$ cat config.mk
export PLATFORM = sky130hd
export DESIGN_NAME = seq_detector_param_flat
export DESIGN_NICKNAME = d
export VERILOG_FILES = /design/src/rtl/seq_detector_param_if.sv /design/src/rtl/seq_detector_param.sv /design/src/flat_wrapper.sv
export SDC_FILE = /design/constraint.sdc
export NUM_CORES = 1
export LEC_CHECK = 0
export ABC_AREA = 1
export CAP_MARGIN = 20
export CORE_MARGIN = 5
export CORE_UTILIZATION = 51
export CTS_CLUSTER_DIAMETER = 100
export DETAILED_ROUTE_END_ITERATION = 10
export PLACE_DENSITY = 0.86
export SKIP_LAST_GASP = 1
export SYNTH_ARGS = -nofsm -noshare
export SYNTH_HDL_FRONTEND = slang
export SYNTH_SLANG_ARGS = --single-unit
$ cat constraint.sdc
create_clock -name clk -period 2.3 [get_ports clk]
set_input_delay 0.46 -clock clk [delete_from_list [all_inputs] [get_ports clk]]
set_output_delay 0.46 -clock clk [all_outputs]
set_load 0.1 [all_outputs]
$ cat src/rtl/seq_detector_param_if.sv
// seq_detector_param_if: configuration, serial-input and result signals of
// the parameterised sequence detector, grouped into one bundle.
// master = the side that drives configuration and serial data,
// slave  = the detector itself.
interface seq_detector_param_if #(
    parameter int MAX_LEN = 8,
    parameter int LEN_W   = 4,
    parameter int CNT_W   = 8
) ();
    logic               cfg_load;
    logic [MAX_LEN-1:0] pattern;
    logic [LEN_W-1:0]   pat_len;
    logic               overlap;
    logic               x_valid;
    logic               x;
    logic               z;
    logic [CNT_W-1:0]   match_cnt;
    logic               cfg_err;
    logic               active;

    modport master (
        output cfg_load, pattern, pat_len, overlap, x_valid, x,
        input  z, match_cnt, cfg_err, active
    );

    modport slave (
        input  cfg_load, pattern, pat_len, overlap, x_valid, x,
        output z, match_cnt, cfg_err, active
    );
endinterface

$ cat src/rtl/seq_detector_param.sv
// seq_detector_param: run-time configurable Moore sequence detector.
// Pattern, length and overlap mode are latched on cfg_load; serial bits are
// shifted in on x_valid and a registered one-cycle pulse z marks each match.
// Optional feature macro: SEQ_DET_CNT_EN -- when defined, match_cnt is a
// saturating match counter; when undefined the counter is absent and
// match_cnt is tied to 0.
module seq_detector_param #(
    parameter int MAX_LEN = 8,
    parameter int LEN_W   = 4,
    parameter int CNT_W   = 8
) (
    input  logic clk,
    input  logic rst,
    seq_detector_param_if.slave bus
);
    typedef enum logic {IDLE = 1'b0, RUN = 1'b1} state_t;

    state_t state_reg, state_next;

    logic [MAX_LEN-1:0] pat_reg;
    logic [LEN_W-1:0]   len_reg;
    logic               ovl_reg;
    logic               cfg_err_reg;
    logic [MAX_LEN-1:0] hist_reg, hist_next;
    logic [LEN_W-1:0]   fill_reg, fill_next, fill_inc;
    logic               z_reg, z_next;
    logic               match;
    logic               cfg_ok;
    logic [MAX_LEN-1:0] len_mask;

    // A length is usable only if it selects at least one and at most MAX_LEN bits.
    assign cfg_ok = (bus.pat_len != '0) && (bus.pat_len <= LEN_W'(MAX_LEN));

    // Mask of the low len_reg bits: only those take part in the compare.
    for (genvar gi = 0; gi < MAX_LEN; gi++) begin : g_mask
        assign len_mask[gi] = (LEN_W'(gi) < len_reg);
    end

    // State register.
    always_ff @(posedge clk or posedge rst) begin
        if (rst) state_reg <= IDLE;
        else     state_reg <= state_next;
    end

    // Next-state logic: only a configuration load moves the FSM.
    always_comb begin
        state_next = state_reg;
        if (bus.cfg_load)
            state_next = cfg_ok ? RUN : IDLE;
    end

    // Output / datapath logic: shift, fill tracking and match decision.
    always_comb begin
        hist_next = hist_reg;
        fill_next = fill_reg;
        fill_inc  = (fill_reg == LEN_W'(MAX_LEN)) ? fill_reg : fill_reg + LEN_W'(1);
        match     = 1'b0;
        z_next    = 1'b0;
        if (bus.cfg_load) begin
            // A simultaneous valid bit is deliberately dropped here.
            hist_next = '0;
            fill_next = '0;
        end else if (state_reg == RUN && bus.x_valid) begin
            hist_next = {hist_reg[MAX_LEN-2:0], bus.x};
            match     = (fill_inc >= len_reg) &&
                        (((hist_next ^ pat_reg) & len_mask) == '0);
            // Non-overlap restarts filling so no bit is shared between matches.
            fill_next = (match && !ovl_reg) ? '0 : fill_inc;
            z_next    = match;
        end
    end

    // Datapath and configuration registers.
    always_ff @(posedge clk or posedge rst) begin
        if (rst) begin
            pat_reg     <= '0;
            len_reg     <= '0;
            ovl_reg     <= 1'b0;
            cfg_err_reg <= 1'b0;
            hist_reg    <= '0;
            fill_reg    <= '0;
            z_reg       <= 1'b0;
        end else begin
            if (bus.cfg_load) begin
                pat_reg     <= bus.pattern;
                len_reg     <= bus.pat_len;
                ovl_reg     <= bus.overlap;
                cfg_err_reg <= !cfg_ok;
            end
            hist_reg <= hist_next;
            fill_reg <= fill_next;
            z_reg    <= z_next;
        end
    end

`ifdef SEQ_DET_CNT_EN
    logic [CNT_W-1:0] cnt_reg;

    // Saturating match counter, cleared by every configuration load.
    always_ff @(posedge clk or posedge rst) begin
        if (rst)
            cnt_reg <= '0;
        else if (bus.cfg_load)
            cnt_reg <= '0;
        else if (match && cnt_reg != '1)
            cnt_reg <= cnt_reg + CNT_W'(1);
    end

    assign bus.match_cnt = cnt_reg;
`else
    assign bus.match_cnt = '0;
`endif

    assign bus.z       = z_reg;
    assign bus.cfg_err = cfg_err_reg;
    assign bus.active  = (state_reg == RUN);
endmodule
$ cat src/flat_wrapper.sv
// flat-port wrapper written by rule: the top's interface ports become plain ports
module seq_detector_param_flat 
#(
    parameter int MAX_LEN = 8,
    parameter int LEN_W   = 4,
    parameter int CNT_W   = 8
)
  (clk, rst, bus_cfg_load, bus_pattern, bus_pat_len, bus_overlap, bus_x_valid, bus_x, bus_z, bus_match_cnt, bus_cfg_err, bus_active);
  seq_detector_param_if #(.MAX_LEN(MAX_LEN), .LEN_W(LEN_W), .CNT_W(CNT_W)) bus_i ();
  input  logic clk;
  input  logic rst;
  input wire logic [$bits(bus_i.cfg_load)-1:0] bus_cfg_load;
  input wire logic [$bits(bus_i.pattern)-1:0] bus_pattern;
  input wire logic [$bits(bus_i.pat_len)-1:0] bus_pat_len;
  input wire logic [$bits(bus_i.overlap)-1:0] bus_overlap;
  input wire logic [$bits(bus_i.x_valid)-1:0] bus_x_valid;
  input wire logic [$bits(bus_i.x)-1:0] bus_x;
  output wire logic [$bits(bus_i.z)-1:0] bus_z;
  output wire logic [$bits(bus_i.match_cnt)-1:0] bus_match_cnt;
  output wire logic [$bits(bus_i.cfg_err)-1:0] bus_cfg_err;
  output wire logic [$bits(bus_i.active)-1:0] bus_active;
  assign bus_i.cfg_load = bus_cfg_load;
  assign bus_i.pattern = bus_pattern;
  assign bus_i.pat_len = bus_pat_len;
  assign bus_i.overlap = bus_overlap;
  assign bus_i.x_valid = bus_x_valid;
  assign bus_i.x = bus_x;
  assign bus_z = bus_i.z;
  assign bus_match_cnt = bus_i.match_cnt;
  assign bus_cfg_err = bus_i.cfg_err;
  assign bus_active = bus_i.active;
  seq_detector_param #(.MAX_LEN(MAX_LEN), .LEN_W(LEN_W), .CNT_W(CNT_W)) u_core (.clk(clk), .rst(rst), .bus(bus_i));
endmodule
== Word-level counts from Yosys, hierarchy flattened ==
Cells that the tools add are included.

* Flip-flop bits (word level): 27
* Bits in latches: 0
* RAM bits: 0
* Memory bits (read-only): 0
* Output and inout bits: 11
* Memories kept: 0

* Add/subtract/negate cells: 1
* Multipliers: 0
* Divide/modulo/power cells: 0
* $lt $le $gt $ge: 10
* Equality and inequality tests: 1
* Shifts and indexed selects: 0
* Mux-type cells: 9
* Bitwise gates (word level): 2
* Reduce and logical (&&, ||, !) cells: 9

{| class="wikitable"
|+ Operator list
! kind !! count
|-
| $lt A3 B4 Y1 const A || 4
|-
| $mux W4 || 4
|-
| $mux W7 || 2
|-
| $and A8 B8 Y8 || 1
|-
| $logic_not A8 Y1 || 1
|-
| $lt A1 B4 Y1 const A || 2
|-
| $lt A2 B4 Y1 const A || 2
|-
| $xor A8 B8 Y8 || 1
|-
| $add A4 B1 Y4 const B || 1
|-
| $eq A4 B4 Y1 const B || 1
|-
| $ge A4 B4 Y1 || 1
|-
| $le A4 B4 Y1 const B || 1
|-
| $logic_and A1 B1 Y1 || 4
|-
| $reduce_bool A4 Y1 || 1
|-
| $mux W1 || 3
|-
| $logic_not A1 Y1 || 2
|-
| $reduce_bool A2 Y1 || 1
|}

== Longest topological paths before layout ==
Gate-level depths: netlist of the first run.

* Word-level depth: 8
* Depth in mapped cells: 13
* Depth with buffers taken out: 13

== Worst setup path after synthesis of the first run ==
Ideal clock, no wire load.

* Path type: register -> register
* Start point: reg u_core.fill_reg[0]
* End point: reg u_core.fill_reg[0]
* Arrival: 1.586 ns
* Path slack: 0.597 ns
* Cell stages (with the launch flop): 14
* Path buffers: 0
* Clock period less this slack: 1.703 ns
* Path through: dfrtp_1 > inv_1 > ha_1 > nand2_1 > nand3_1 > o21ai_0 > ha_1 > nand2_1 > inv_1 > nand3_1 > nand3_1 > nand4_4 > nand2_1 > nand2_1

* Word-level cells in the longest chain between the ends: 8
* Elaborated cells on any way between the ends: 9

{| class="wikitable"
|+ RTL lines
! element !! line !! text
|-
| from (decl) || seq_detector_param.sv:25 || <nowiki>logic [LEN_W-1:0] fill_reg, fill_next, fill_inc;</nowiki>
|-
| from (signal assigned) || seq_detector_param.sv:91 || <nowiki>fill_reg <= fill_next;</nowiki>
|-
| $add A4 B1 Y4 or $eq A4 B4 Y1 (tied branches) || seq_detector_param.sv:56 || <nowiki>fill_inc = (fill_reg == LEN_W'(MAX_LEN)) ? fill_reg : fill_reg + LEN_W'(1);</nowiki>
|-
| $mux W4 * || seq_detector_param.sv:56 ||
|-
| $ge A4 B4 Y1 || seq_detector_param.sv:65 || <nowiki>match = (fill_inc >= len_reg) &&</nowiki>
|-
| $logic_and A1 B1 Y1 || seq_detector_param.sv:65 ||
|-
| $logic_and A1 B1 Y1 || seq_detector_param.sv:68 || <nowiki>fill_next = (match && !ovl_reg) ? '0 : fill_inc;</nowiki>
|-
| $mux W4 * || seq_detector_param.sv:68 ||
|-
| $mux W4 * || seq_detector_param.sv:63 || <nowiki>end else if (state_reg == RUN && bus.x_valid) begin</nowiki>
|-
| $mux W4 * || seq_detector_param.sv:59 || <nowiki>if (bus.cfg_load) begin</nowiki>
|}

Every way passes the cells marked *; elsewhere a longest branch is shown, timed or not. The select of a mux whose other input is x is not followed.
A chain may end at the register's enable or synchronous reset.

== Final worst setup path of the first run ==
* Start point: reg u_core.fill_reg[0]
* End point: reg u_core.fill_reg[2]

Same word-level chain as after synthesis.

==> results of run 1 <==
-- power groups by stage --
| stage | combinational, µW | clock [µW] | sequential (µW) |
|---|---|---|---|
| after floorplan | 207 | 0 | 562 |
| after global placement | 289 | 0 | 535 |
| after detailed placement | 297 | 0 | 536 |
| after CTS | 299 | 213 | 527 |
| after global routing | 331 | 233 | 532 |
| final | 296 | 205 | 527 |
-- cells by family after synthesis --
kind of cell,synth area share (%)
AO/OA/AOI/OAI,8.838
XOR/XNOR,2.291
adder cells (fa/ha/maj),4.910
buffers and inverters,12.68
flip-flops,44.19
other,0.2453
AND/OR/NAND/NOR,26.84
-- critical path, cell delays in order, from the launching register on --
cell and delay [ps]:
dfrtp_1 460, inv_1 80, ha_1 150, nand2_1 70, nand3_1 60, o21ai_0 150, ha_1 320, nand2_1 50
inv_1 60, nand3_1 60, nand3_1 150, nand4_4 130, nand2_1 80, nand2_1 40
-- layer usage --
metal  track usage, %  vias up  wire length, µm
met2            26.44       23             1476
met4            4.749        0               25
li1                 -      640                -
met5                0        -                0
met1            20.58      580             1314
met3            1.554        4              123
-- area by class of cell --
type / count / area (µm²) / share of cell area (%)
multi-input combinational: 137 / 685.7 / 39.00
sequential: 27 / 675.6 / 38.43
timing repair buffer: 23 / 215.2 / 12.24
inverter: 31 / 116.4 / 6.619
clock buffer: 4 / 26.28 / 1.495
tap: 31 / 38.79 / 2.206
-- worst max-delay path by stage --
stage	start	to	slack [ps]
global placement	u_core.fill_reg[0]	u_core.fill_reg[3]	460
global route	u_core.fill_reg[0]	u_core.fill_reg[0]	170
detailed placement	u_core.fill_reg[0]	u_core.fill_reg[3]	360
floorplan	u_core.fill_reg[0]	u_core.fill_reg[0]	600
CTS	u_core.fill_reg[0]	u_core.fill_reg[3]	340
finish	u_core.fill_reg[0]	u_core.fill_reg[2]	350
-- cell usage in the layout (no fill, tap or decap), drive strengths merged --
cell type      count
clkdlybuf4s50     17
conb               8
xor2               4
clkbuf             4
ha                 6
nand2             71
inv               31
a21oi              2
o21a               1
nand4              1
dfrtp             27
nand3              8
o22ai              6
o21ai             16
buf                6
nor2              14
-- synth_stat cells (all sizes together) --
cell	count	area, µm²
a21oi	2	10.01
buf	10	70.07
clkbuf	2	7.510
conb	1	3.750
dfrtp	27	675.7
ha	6	75.07
inv	31	116.4
nand2	71	271.5
nand3	8	45.04
nand4	1	21.27
nor2	14	72.57
o21a	1	7.510
o21ai	16	80.07
o22ai	6	37.54
xor2	4	35.03
-- per-stage QoR --
step / hold slack (ps) / setup slack [ps]
final: 477.6 / 354.7
after floorplan: 461.0 / 597.1
after CTS: 481.2 / 339.0
after detailed placement: 480.8 / 364.6
after global placement: 477.9 / 462.6
after global routing: 503.4 / 166.9
==> summary.txt, run 1 <==
Power and ir drop
  – Lkg Pwr: 0.0009284 µW
  – Peak VDD IR: 0.4048 mV
  – Internal: 661.3 µW
  – Switching share of power: 35.68%
  – Pwr per Cell Area: 584.8 nW/µm²
  – Pwr Total: 1028 µW
  – Clock power share: 19.9%
  – Switching component of the power: 366.9 µW
  – Combinational Power Share: 28.8%
  – Reg power frac: 51.3%

Worst setup path
  – Reg-to-Reg Start: u_core.fill_reg[0]
  – R2r setup slk: 350 ps
  – Maximum fanout along the worst path: 5
  – Nature of the critical path startpoint: flip-flop
  – Crit path DAT: 2180 ps
  – Cells on worst reg2reg path: 13
  – R2R Path End: u_core.fill_reg[2]
  – Critical Path Sink Type: flip-flop
  – Worst path required time: 2530 ps
  – Critical setup path kind: flip-flop to flip-flop

CTS
  – Post-CTS Hold Fix Bufs: 0
  – Clock Latency Late Sink: 320 ps
  – H-tree levels: 1
  – Clk sink count: 27
  – Post_cts resized: 0
  – Clock transition at path regs: 140 ps
  – Longest Clk Path Bufs: 2
  – CTS buffer count: 3
  – CTS tree: built
  – Setup Buffers After CTS: 0
  – Clock Root Buffer: clkbuf_4

Routing
  – Vias per cell: 4.929
  – Wire length per cell: 11.62 µm
  – 1st-pass router iterations: 4
  – Via count: 1,247
  – Routed Antenna Nets: 0
  – Drc violations: 0
  – Initial DRC Count: 40
  – DRT Wirelength: 2940 µm

Cells and area
  – Layout Cells excl Fill: 253
  – Nets: 247
  – # fillers: 262
  – Final Util: 62.67%
  – Share of layout cells above drive strength 1: 9.009%
  – Antenna diodes: 0
  – Max reg flops: 8
  – Finished Cell Area: 1758 µm²
  – Area grow syn2layout: 14.98%

Floorplanning
  – Initial Utilization: 54.50%
  – Die area: 4193 µm²
  – IO Count: 29
  – Die width: 64.76 µm
  – Die height: 64.76 µm
  – CORE AREA: 2805 µm²
  – Cell Rows: 19

Placed design
  – HPWL after detailed placement: 2291 µm
  – Dpl cells: 249
  – Area after DPL: 1732 µm²
  – RePlAce Congestion: 0.7857
  – Buffers on Ports: 20

STA
  – Max Fclk: 0.5141 GHz
  – Period utilisation layout: 84.58%
  – Post-route minimum period: 1945 ps
  – Clk_skew: 2.671 ps
  – RSZ-0062 raised after global routing: false
  – Setup TNS: 0 ps
  – Max Slew Vio Count: 0
  – Final hold viol count: 0
  – Setup violators final: 0

Logic synthesis
  – Library cells used by synthesis: 22
  – Yosys warnings: 0
  – Register area share after synthesis: 44.19%
  – Syn Std Cell Area: 1529 µm²
  – #FFs+latches synth: 27
  – Mapped Cells: 200
  – Synthesized area per cell: 7.645 µm²

Global routing
  – Vias in the first global route: 1,189
  – Antenna violations before repair: 0
  – Largest net degree at the start of global routing: 28
  – First-pass GRT wire length: 5085 µm
  – Tot GR Track Use: 15.41%
  – Grt ovf: 0

Outcome
  – Status: completed

Job
  – Number of max-cap violations: 0

Worst hold path
  – Worst hold path class: input pin to async pin
Power figures use the tool's default switching activity.
==> inputs of run 2 (changes only) <==
--- a/config.mk
+++ b/config.mk
@@ -8,10 +8,10 @@
 export ABC_AREA = 1
 export CAP_MARGIN = 20
 export CORE_MARGIN = 5
-export CORE_UTILIZATION = 51
+export CORE_UTILIZATION = 46
 export CTS_CLUSTER_DIAMETER = 100
 export DETAILED_ROUTE_END_ITERATION = 10
-export PLACE_DENSITY = 0.86
+export PLACE_DENSITY = 0.83
 export SKIP_LAST_GASP = 1
 export SYNTH_ARGS = -nofsm -noshare
 export SYNTH_HDL_FRONTEND = slang
==> constraint.sdc (replaced) <==
create_clock -name clk -period 1.6 [get_ports clk]
set_input_delay 0.32 -clock clk [delete_from_list [all_inputs] [get_ports clk]]
set_output_delay 0.32 -clock clk [all_outputs]
set_load 0.1 [all_outputs]
==> summary.txt, run 2 (synthesized netlist as in run 1, its figures left out) <==
Floorplanning
  – IO Count: 29 (unchanged)
  – Die area: 4577 µm² (+9.1%)
  – Die width: 67.65 µm (+4.5%)
  – Die height: 67.65 µm (+4.5%)
  – Cell Rows: 21 (+2)
  – CORE AREA: 3284 µm² (+17%)
  – Initial Utilization: 46.55% (-8.0 points)

Cells and area
  – Nets: 253 (+2.4%)
  – Layout Cells excl Fill: 274 (+8.3%)
  – # fillers: 298 (+14%)
  – Multi-input combinational cell area: 749.5 µm² (+9.3%)
  – Antenna diodes: 0 (unchanged)
  – Commonest non-fill, non-tap cells in the layout: 65 x nand2_1, 27 x dfrtp_1, 25 x inv_1
  – Share of layout cells above drive strength 1: 18.42% (+9.4 points)
  – Area occupied by registers: 675.6 µm² (unchanged)
  – Max reg flops: 8 (unchanged)
  – Area grow syn2layout: 25.86%
  – Most common cell after layout, fill and taps aside: nand2_1

Power and ir drop
  – Peak VDD IR: 0.5983 mV (+48%)
  – Pwr per Cell Area: 791.2 nW/µm² (+35%)
  – Pwr Total: 1523 µW (+48%)
  – Lkg Pwr: 0.0009801 µW (+5.6%)

CTS
  – CTS tree: built
  – Clock transition at path regs: 140 ps (about the same)
  – H-tree levels: 1 (unchanged)
  – Longest Clk Path Bufs: 2 (unchanged)
  – Clk sink count: 27 (unchanged)
  – Clock Root Buffer: clkbuf_4
  – Post-CTS Hold Fix Bufs: 0 (unchanged)
  – CTS buffer count: 3 (unchanged)
  – Clock Latency Late Sink: 320 ps (about the same)

STA
  – Max Slew Vio Count: 0 (unchanged)
  – Max Fclk: 0.5468 GHz (+6.4%)
  – Period utilisation layout: 114.3% (+30 points)
  – Worst hold slack: 336.8 ps (-140.9 ps)
  – RSZ-0062 raised after global routing: true
  – Clk_skew: 8.405 ps (+5.734 ps)
  – Post-route minimum period: 1829 ps (-116.4 ps)
  – Final hold viol count: 0 (unchanged)
  – Setup violators final: 5 (+5)
  – Setup WS post-layout: -228.9 ps (-583.6 ps)

Placed design
  – HPWL after detailed placement: 2249 µm (-1.8%)
  – Buffers on Ports: 20 (unchanged)
  – Pre-CTS setup slack: -202.6 ps (-567.2 ps)
  – RePlAce Congestion: 0.8722 (+11%)
  – Dpl cells: 268 (+7.6%)

Worst setup path
  – Maximum fanout along the worst path: 4 (-1)
  – Worst path required time: 1870 ps (-660 ps)
  – Critical setup path kind: flip-flop to flip-flop
  – Most common cell on crit path: nand2_1
  – Top delay family on crit path: simple AND/OR/NAND/NOR gates
  – Crit-path max cell delay: 450 ps (about the same)
  – CP Depth: 12 (-1)
  – Critical Path Sink Type: flip-flop
  – Nature of the critical path startpoint: flip-flop
  – Slowest library cell on the worst path: dfrtp_1
  – Cells on worst reg2reg path: 12 (-1)
  – WP buf/inv: 1 (-1)
  – Crit-path cells: inv_2, ha_4, nand2_4, nor2_4, xor2_2, ha_2, nor2_1, o21ai_1, nand3_2, nand4_4, nand2_1, nand2_1
  – Crit path DAT: 2100 ps (-80 ps)

Global routing
  – Tot GR Track Use: 13.69% (-1.7 points)
  – Vias in the first global route: 1,163 (-2.2%)
  – Antenna violations before repair: 0 (unchanged)
  – Grt ovf: 0 (unchanged)
  – First-pass GRT wire length: 4788 µm (-5.8%)
  – Largest net degree at the start of global routing: 28 (unchanged)

Routing
  – DRT Wirelength: 2862 µm (-2.7%)
  – Drc violations: 0 (unchanged)
  – Routed Antenna Nets: 0 (unchanged)
  – Wire length per cell: 10.45 µm (-10%)
  – 1st-pass router iterations: 4 (unchanged)
  – Initial DRC Count: 30 (-25%)
  – Vias per cell: 4.573 (-7.2%)
  – Via count: 1,253 (+0.48%)

Job
  – Number of max-cap violations: 0 (unchanged)

Outcome
  – Status: finished, violations left
  – Violated checks: setup timing

Worst hold path
  – Worst hold path class: input pin to async pin
==> run 2: cell count changes in the layout (fill, tap and decap cells not counted), sizes merged <==
cell | previous run | this run
buf | 6 | 12
clkbuf | 4 | 3
clkinv | 0 | 1
==> run 2: worst paths after layout <==
kind	start	to	slack, ps
worst max register to register	u_core.fill_reg[1]	u_core.fill_reg[0]	-230
worst min-delay path	rst	u_core.pat_reg[5]	340
max in group asynchronous	rst	u_core.bus.z	1010
worst max-delay path	u_core.fill_reg[1]	u_core.fill_reg[0]	-230
min in group clk	bus_pattern[5]	u_core.pat_reg[5]	510
worst min register to register	u_core.pat_reg[7]	u_core.pat_reg[7]	530
==> run 2: repair_timing <==
item | CTS | global route
buffers inserted | 1 | 1
pin swaps | 1 | 11
resized for setup | 0 | 17
endpoints found under the setup margin | 5 | 5
==> run 2: worst min-delay path, cell delays in order <==
cell and delay, ps:
clkdlybuf4s50_1 390, inv_1 50, buf_4 310
==> run 2: power by group <==
group	leakage, µW	internal (µW)	switching [µW]	total (µW)
Clock	0.0000177	93.5	191	285
Combinational	0.000615	166	311	476
Sequential	0.000347	724	37.1	762
==> run 2: per-stage QoR <==
| step | cell area (µm²) | util [%] | TNS, ps |
|---|---|---|---|
| floorplan | 1560 | - | -129.3 |
| global placement | 1823 | 55.50 | -401.2 |
| detailed placement | 1823 | 55.50 | -1009 |
| CTS | 1858 | 56.57 | -1063 |
| global route | 1924 | 58.59 | -1501 |
| finish | 1924 | 58.59 | -1029 |
==> run 2: cell type report <==
class / instances / share of cell area (%)
Tap cell: 46 / 2.991
Clock inverter: 1 / 0.2601
Inverter: 31 / 6.047
Timing Repair Buffer: 29 / 15.47
Clock buffer: 3 / 1.170
Multi-Input combinational cell: 137 / 38.95
Sequential cell: 27 / 35.11
==> run 2: per-layer routing <==
| layer | global-route usage, % | routed length [µm] | up-vias |
|---|---|---|---|
| met5 | 0 | 0 | - |
| li1 | - | - | 657 |
| met1 | 17.24 | 1248 | 571 |
| met3 | 2.496 | 110 | 4 |
| met2 | 24.54 | 1485 | 21 |
| met4 | 2.278 | 18 | 0 |
